[src/rtl/network_interface.sv]
// Network interface between a local PE and a router port: credit-controlled
// injection FIFO toward the router, ejection FIFO with credit return toward it.
module network_interface #(
  parameter int FLIT_W    = 20,
  parameter int CREDITS   = 4,
  parameter int INJ_DEPTH = 8,
  parameter int EJ_DEPTH  = 4
) (
  input  logic                         clk,
  input  logic                         RST,
  input  logic [FLIT_W-1:0]            inj_data,
  input  logic                         inj_valid,
  output logic                         inj_ready,
  output logic [FLIT_W-1:0]            o,
  output logic                         vo,
  input  logic                         ci,
  input  logic [FLIT_W-1:0]            in,
  input  logic                         vi,
  output logic                         co,
  output logic [FLIT_W-1:0]            ej_data,
  output logic                         ej_valid,
  input  logic                         ej_ready,
  output logic [$clog2(CREDITS+1)-1:0] credit_cnt,
  output logic [15:0]                  sent_cnt,
  output logic [15:0]                  recv_cnt,
  output logic [1:0]                   err
);

  localparam int CW  = $clog2(CREDITS + 1);
  localparam int IAW = $clog2(INJ_DEPTH);
  localparam int EAW = $clog2(EJ_DEPTH);

  // ---------------------------------------------------------------- injection
  logic [FLIT_W-1:0] inj_mem [INJ_DEPTH];
  logic [IAW-1:0]    inj_wptr, inj_rptr;
  logic [IAW:0]      inj_count;
  logic              running;
  logic              inj_push, send, inj_full, inj_empty;

  assign inj_full  = (inj_count == (IAW+1)'(INJ_DEPTH));
  assign inj_empty = (inj_count == '0);
  // Ready is held low during reset and rises on the first edge after release.
  assign inj_ready = running && !inj_full;
  assign inj_push  = inj_valid && inj_ready;
  assign send      = !inj_empty && (credit_cnt != '0);

  // NOTE: FIFO storage has no reset; occupancy counters alone define validity,
  // which keeps the array mappable onto plain RAM/flop arrays without reset.
  always_ff @(posedge clk) begin
    if (inj_push) inj_mem[inj_wptr] <= inj_data;
  end

  // NOTE: all state uses non-blocking assignment so every flop samples the
  // pre-edge values of its neighbours regardless of statement order.
  always_ff @(posedge clk or negedge RST) begin
    if (!RST) begin
      running   <= 1'b0;
      inj_wptr  <= '0;
      inj_rptr  <= '0;
      inj_count <= '0;
      o         <= '0;
      vo        <= 1'b0;
    end else begin
      running <= 1'b1;
      vo      <= send;
      if (inj_push) inj_wptr <= inj_wptr + IAW'(1);
      if (send) begin
        inj_rptr <= inj_rptr + IAW'(1);
        o        <= inj_mem[inj_rptr];
      end
      unique case ({inj_push, send})
        2'b10:   inj_count <= inj_count + (IAW+1)'(1);
        2'b01:   inj_count <= inj_count - (IAW+1)'(1);
        default: inj_count <= inj_count;
      endcase
    end
  end

  // ----------------------------------------------------------------- ejection
  logic [FLIT_W-1:0] ej_mem [EJ_DEPTH];
  logic [EAW-1:0]    ej_wptr, ej_rptr;
  logic [EAW:0]      ej_count;
  logic              ej_full, ej_pop, ej_write, ej_drop;

  assign ej_full  = (ej_count == (EAW+1)'(EJ_DEPTH));
  assign ej_valid = (ej_count != '0);
  assign ej_data  = ej_mem[ej_rptr];
  assign ej_pop   = ej_valid && ej_ready;
  // A full FIFO still accepts a write when the head leaves on the same edge.
  assign ej_write = vi && (!ej_full || ej_pop);
  assign ej_drop  = vi && ej_full && !ej_pop;

  always_ff @(posedge clk) begin
    if (ej_write) ej_mem[ej_wptr] <= in;
  end

  always_ff @(posedge clk or negedge RST) begin
    if (!RST) begin
      ej_wptr  <= '0;
      ej_rptr  <= '0;
      ej_count <= '0;
      co       <= 1'b0;
    end else begin
      co <= ej_pop;
      if (ej_write) ej_wptr <= ej_wptr + EAW'(1);
      if (ej_pop)   ej_rptr <= ej_rptr + EAW'(1);
      unique case ({ej_write, ej_pop})
        2'b10:   ej_count <= ej_count + (EAW+1)'(1);
        2'b01:   ej_count <= ej_count - (EAW+1)'(1);
        default: ej_count <= ej_count;
      endcase
    end
  end

  // ------------------------------------------------- credits, counters, errors
  always_ff @(posedge clk or negedge RST) begin
    if (!RST) begin
      credit_cnt <= CW'(CREDITS);
      sent_cnt   <= '0;
      recv_cnt   <= '0;
      err        <= '0;
    end else begin
      unique case ({send, ci})
        2'b10: credit_cnt <= credit_cnt - CW'(1);
        2'b01: begin
          if (credit_cnt == CW'(CREDITS)) err[0] <= 1'b1;
          else                            credit_cnt <= credit_cnt + CW'(1);
        end
        default: credit_cnt <= credit_cnt;
      endcase
      if (send)     sent_cnt <= sent_cnt + 16'd1;
      if (ej_write) recv_cnt <= recv_cnt + 16'd1;
      if (ej_drop)  err[1]   <= 1'b1;
    end
  end

endmodule

[config.mk]
export PLATFORM = sky130hd
export DESIGN_NAME = network_interface
export DESIGN_NICKNAME = d
export VERILOG_FILES = /design/src/rtl/network_interface.sv
export SDC_FILE = /design/constraint.sdc
export NUM_CORES = 1
export LEC_CHECK = 0
export CORE_ASPECT_RATIO = 1.1
export CORE_MARGIN = 2
export CORE_UTILIZATION = 61
export DETAILED_ROUTE_END_ITERATION = 8
export HOLD_SLACK_MARGIN = 0.1
export PLACE_DENSITY_LB_ADDON = 0.2
export SYNTH_ARGS = -nofsm -noshare
export SYNTH_HDL_FRONTEND = slang
export SYNTH_SLANG_ARGS = --single-unit
export TNS_END_PERCENT = 10
[constraint.sdc]
create_clock -name clk -period 7.2 [get_ports clk]
set_clock_uncertainty 0.15 [all_clocks]
set_input_delay 1.8 -clock clk [delete_from_list [all_inputs] [get_ports clk]]
set_output_delay 1.8 -clock clk [all_outputs]
set_load 0.01 [all_outputs]
==> flow_summary.json <==
{
  "tightest_slew_ps": 1220,
  "drv_cap": 0,
  "critPathLaunchType": "register",
  "clock_latency_ps": 540,
  "setup_viol": 0,
  "core_area_sq_um": 19860,
  "crit_required_ps": 5250,
  "hold_class": "register to register",
  "crit_family": "flip-flops",
  "pwr-share-comb_pct": 30.7,
  "die_h_um": 153.1,
  "criticalPathCategory": "register to output port",
  "p_per_area_nw_per_um2": 398.5,
  "hold_violations": 0,
  "seqCellArea_sq_um": 9138,
  "grt.overflow.total": 0,
  "yosys.cell_types.count": 50,
  "wirelength_mm": 23.41,
  "path_buf_inv": 1,
  "place.gp.congestion": 0.7926,
  "remaining_drc_errors": 0,
  "path_max_fanout": 21,
  "place_hpwl_mm": 13.86,
  "p_clk_share_pct": 25.2,
  "io_buffer_count": 126,
  "r2r.worst_path.cells": 11,
  "ys_seq_elements": 317,
  "cts_tree": "yes",
  "seq_area_frac_synth_pct": 74.08,
  "synth.area.top_cells": "edfxtp_1, dfrtp_1, mux4_2, xnor2_1, mux2i_1",
  "p_leak_nw": 5.193,
  "post_cts_buffers": 0,
  "status": "finished, final reports clean",
  "diodes": 0,
  "antenna_found_initial": 0,
  "rsz0062_at_grt": "no",
  "synth-async-reset-ratio_pct": 24.29,
  "h-tree-depth": 1,
  "period_needed_ps": 4398,
  "crit_arrival_ps": 2450,
  "multi_input_area_sq_um": 3028,
  "synth.top_cell.area_share_pct": 58.45,
  "netlist_area_sq_um": 12330,
  "post_drt_wl_per_cell_um": 21.98,
  "dp.cells": 1012,
  "finalNonFillerCells": 1065,
  "synth-edff-count": 240,
  "via_per_inst": 5.875,
  "initial_core_util_pct": 62.07,
  "setup_ws_ps": 2802,
  "area_growth_pct": 19.74,
  "finalSetupTns_ps": 0,
  "boundaryPins": 127,
  "relSlewSlack_pct": 18.61,
  "drv_slew": 0,
  "p_int_mw": 4.140,
  "drive_above_1_share_pct": 15.87,
  "cts.sinks": 317,
  "clk_path_buf_depth": 3,
  "grt_max_degree": 78,
  "preCtsSetupSlack_ps": 2632,
  "cp-end-kind": "output port",
  "drt.antenna.violating_nets": 0,
  "seq_power_share_pct": 44.1,
  "fillers": 1161,
  "holdPathStages": 2,
  "utilization_pct": 74.33,
  "crit_slowest_cell": "dfrtp_1",
  "cts_resized": 0,
  "dpl-instance-area_sq_um": 13840,
  "syn-num-nets": 713,
  "irDropWorstVdd_uv": 342.4,
  "synth_flop_cell": "edfxtp_1",
  "track_usage_pct": 22.59,
  "p_sw_mw": 1.744,
  "core.rowCount": 54,
  "cts.reportedPaths.clkPinSlew_ps": 60,
  "drtIter0Drc": 349,
  "finalCritPeriodShare_pct": 61.08,
  "cts_buffers": 29,
  "grt_first_pass_wirelength_mm": 37.45,
  "switching_share_pct": 29.64,
  "die_width_um": 139.6,
  "path_cells": "mux4_2, clkdlybuf4s50_1",
  "clockRootBuffer": "clkbuf_16",
  "max_freq_mhz": 227.4,
  "ctsHoldBuffers": 0,
  "fin_nets": 851,
  "max_stage_delay_ps": 970,
  "ys.warnings.count": 0,
  "final_area_sq_um": 14760,
  "vias": 6257,
  "dieArea_sq_um": 21370,
  "cp_num_cells": 2,
  "finalPower_mw": 5.884,
  "syn_area_per_cell_sq_um": 18.88,
  "whs_ps": 323.7,
  "grt_pass1_vias": 6662,
  "yosysTopAreaCell": "edfxtp_1",
  "syn_inst": 653,
  "dr.pass1.iters": 4
}
[state kept, by name (all words and copies together) (netlist names)]
register,count
co,1
credit_cnt,3
ej_count,3
ej_mem,80
ej_rptr,2
ej_wptr,2
err,2
inj_count,4
inj_mem,160
inj_rptr,3
inj_wptr,3
o,20
recv_cnt,16
running,1
sent_cnt,16
vo,1
[cell usage after synthesis (2+ instances only)]
| library cell | count |
|---|---|
| edfxtp_1 | 240 |
| buf_6 | 4 |
| and2_1 | 6 |
| xor2_1 | 14 |
| mux2i_1 | 21 |
| nand2b_1 | 3 |
| and3_1 | 8 |
| a21o_1 | 2 |
| nand4_1 | 7 |
| or3_1 | 2 |
| buf_4 | 2 |
| buf_2 | 15 |
| xnor2_1 | 33 |
| nor2_1 | 12 |
| ha_1 | 12 |
| nand2_1 | 47 |
| fa_1 | 2 |
| mux4_2 | 60 |
| nor3_1 | 7 |
| nor4_1 | 3 |
| nor4b_1 | 2 |
| inv_1 | 7 |
| dfrtp_1 | 76 |
| or4_1 | 2 |
| a21oi_1 | 2 |
| o21ai_0 | 21 |
| clkbuf_1 | 6 |
| nand3_1 | 15 |
[kinds of logic (layout without fill, tap and decap cells)]
| kind of cell | count (synthesis) | in the layout | share of synthesized area (%) |
|---|---|---|---|
| muxes | 83 | 83 | 12.88 |
| adders and majority gates | 14 | 14 | 1.542 |
| other | 1 | 1 | 0.03041 |
| xor gates and xnor gates | 47 | 47 | 3.338 |
| DFF | 317 | 317 | 74.08 |
| and+or+nand+nor | 122 | 122 | 4.962 |
| AOI/OAI and AO/OA | 33 | 33 | 1.603 |
| buffers and inverters | 36 | 196 | 1.563 |
[layer usage]
metal / vias up / part of all wire [%] / track usage [%]
met5: - / 0 / 0
met4: 0 / 1.9 / 5.429
met3: 34 / 5.5 / 3.477
met2: 207 / 52 / 39.87
met1: 3209 / 40 / 30.14
li1: 2807 / - / -
[cells in the final DEF (no fill, tap or decap), drive strengths merged, types with 4 or more instances in the layout]
master         synthesis  final
and2                   7      7
buf                   21     10
nand3                 15     15
xor2                  14     14
nor4                   4      4
and3                   8      8
edfxtp               240    240
xnor2                 33     33
dfrtp                 76     76
mux4                  60     60
mux2i                 21     21
ha                    12     12
nor3                   7      7
o21ai                 21     21
nand4                  7      7
clkinv                 0      8
clkdlybuf4s50          0    125
inv                    8      8
nor2                  12     12
nand2                 47     47
clkbuf                 7     43
[path summary, 6_finish.rpt]
kind	from	to	slack, ps
worst max-delay path	ej_rptr[1]	ej_data[4]	2800
worst min-delay path	o[6]	o[6]	320
worst max register to register	inj_count[1]	inj_count[2]	3590
worst min register to register	o[6]	o[6]	320
max in group asynchronous	RST	inj_rptr[1]	4860
min in group asynchronous	RST	inj_wptr[1]	1300
[area by class of cell]
cell class | instances | share of cell area, %
inverters | 8 | 0.2034
clock buffers | 43 | 5.610
clock inverters | 10 | 0.6695
multi-input cells | 300 | 20.51
well taps | 252 | 2.136
repair buffers | 135 | 8.983
flip-flops and latches | 317 | 61.89
[power by group through the flow]
stage	registers [mW]	logic, mW	clock network, mW
4_1_cts	2.60	1.83	1.51
6_report	2.60	1.80	1.48
3_5_place_dp	2.63	1.81	0
2_1_floorplan	2.55	1.16	0
3_3_place_gp	2.60	1.74	0
5_1_grt	2.64	1.97	1.58
[worst reg2reg max path: stages (launching register included)]
cell and delay (ps):
dfrtp_1 460, nor4_2 680, or2_1 210, buf_4 440, inv_1 320, ha_1 350
xor2_1 170, ha_1 190, a21oi_1 140, xor2_1 160, nor2_1 70, xor2_1 140
No activity file was read; power rests on OpenSTA's default activity.
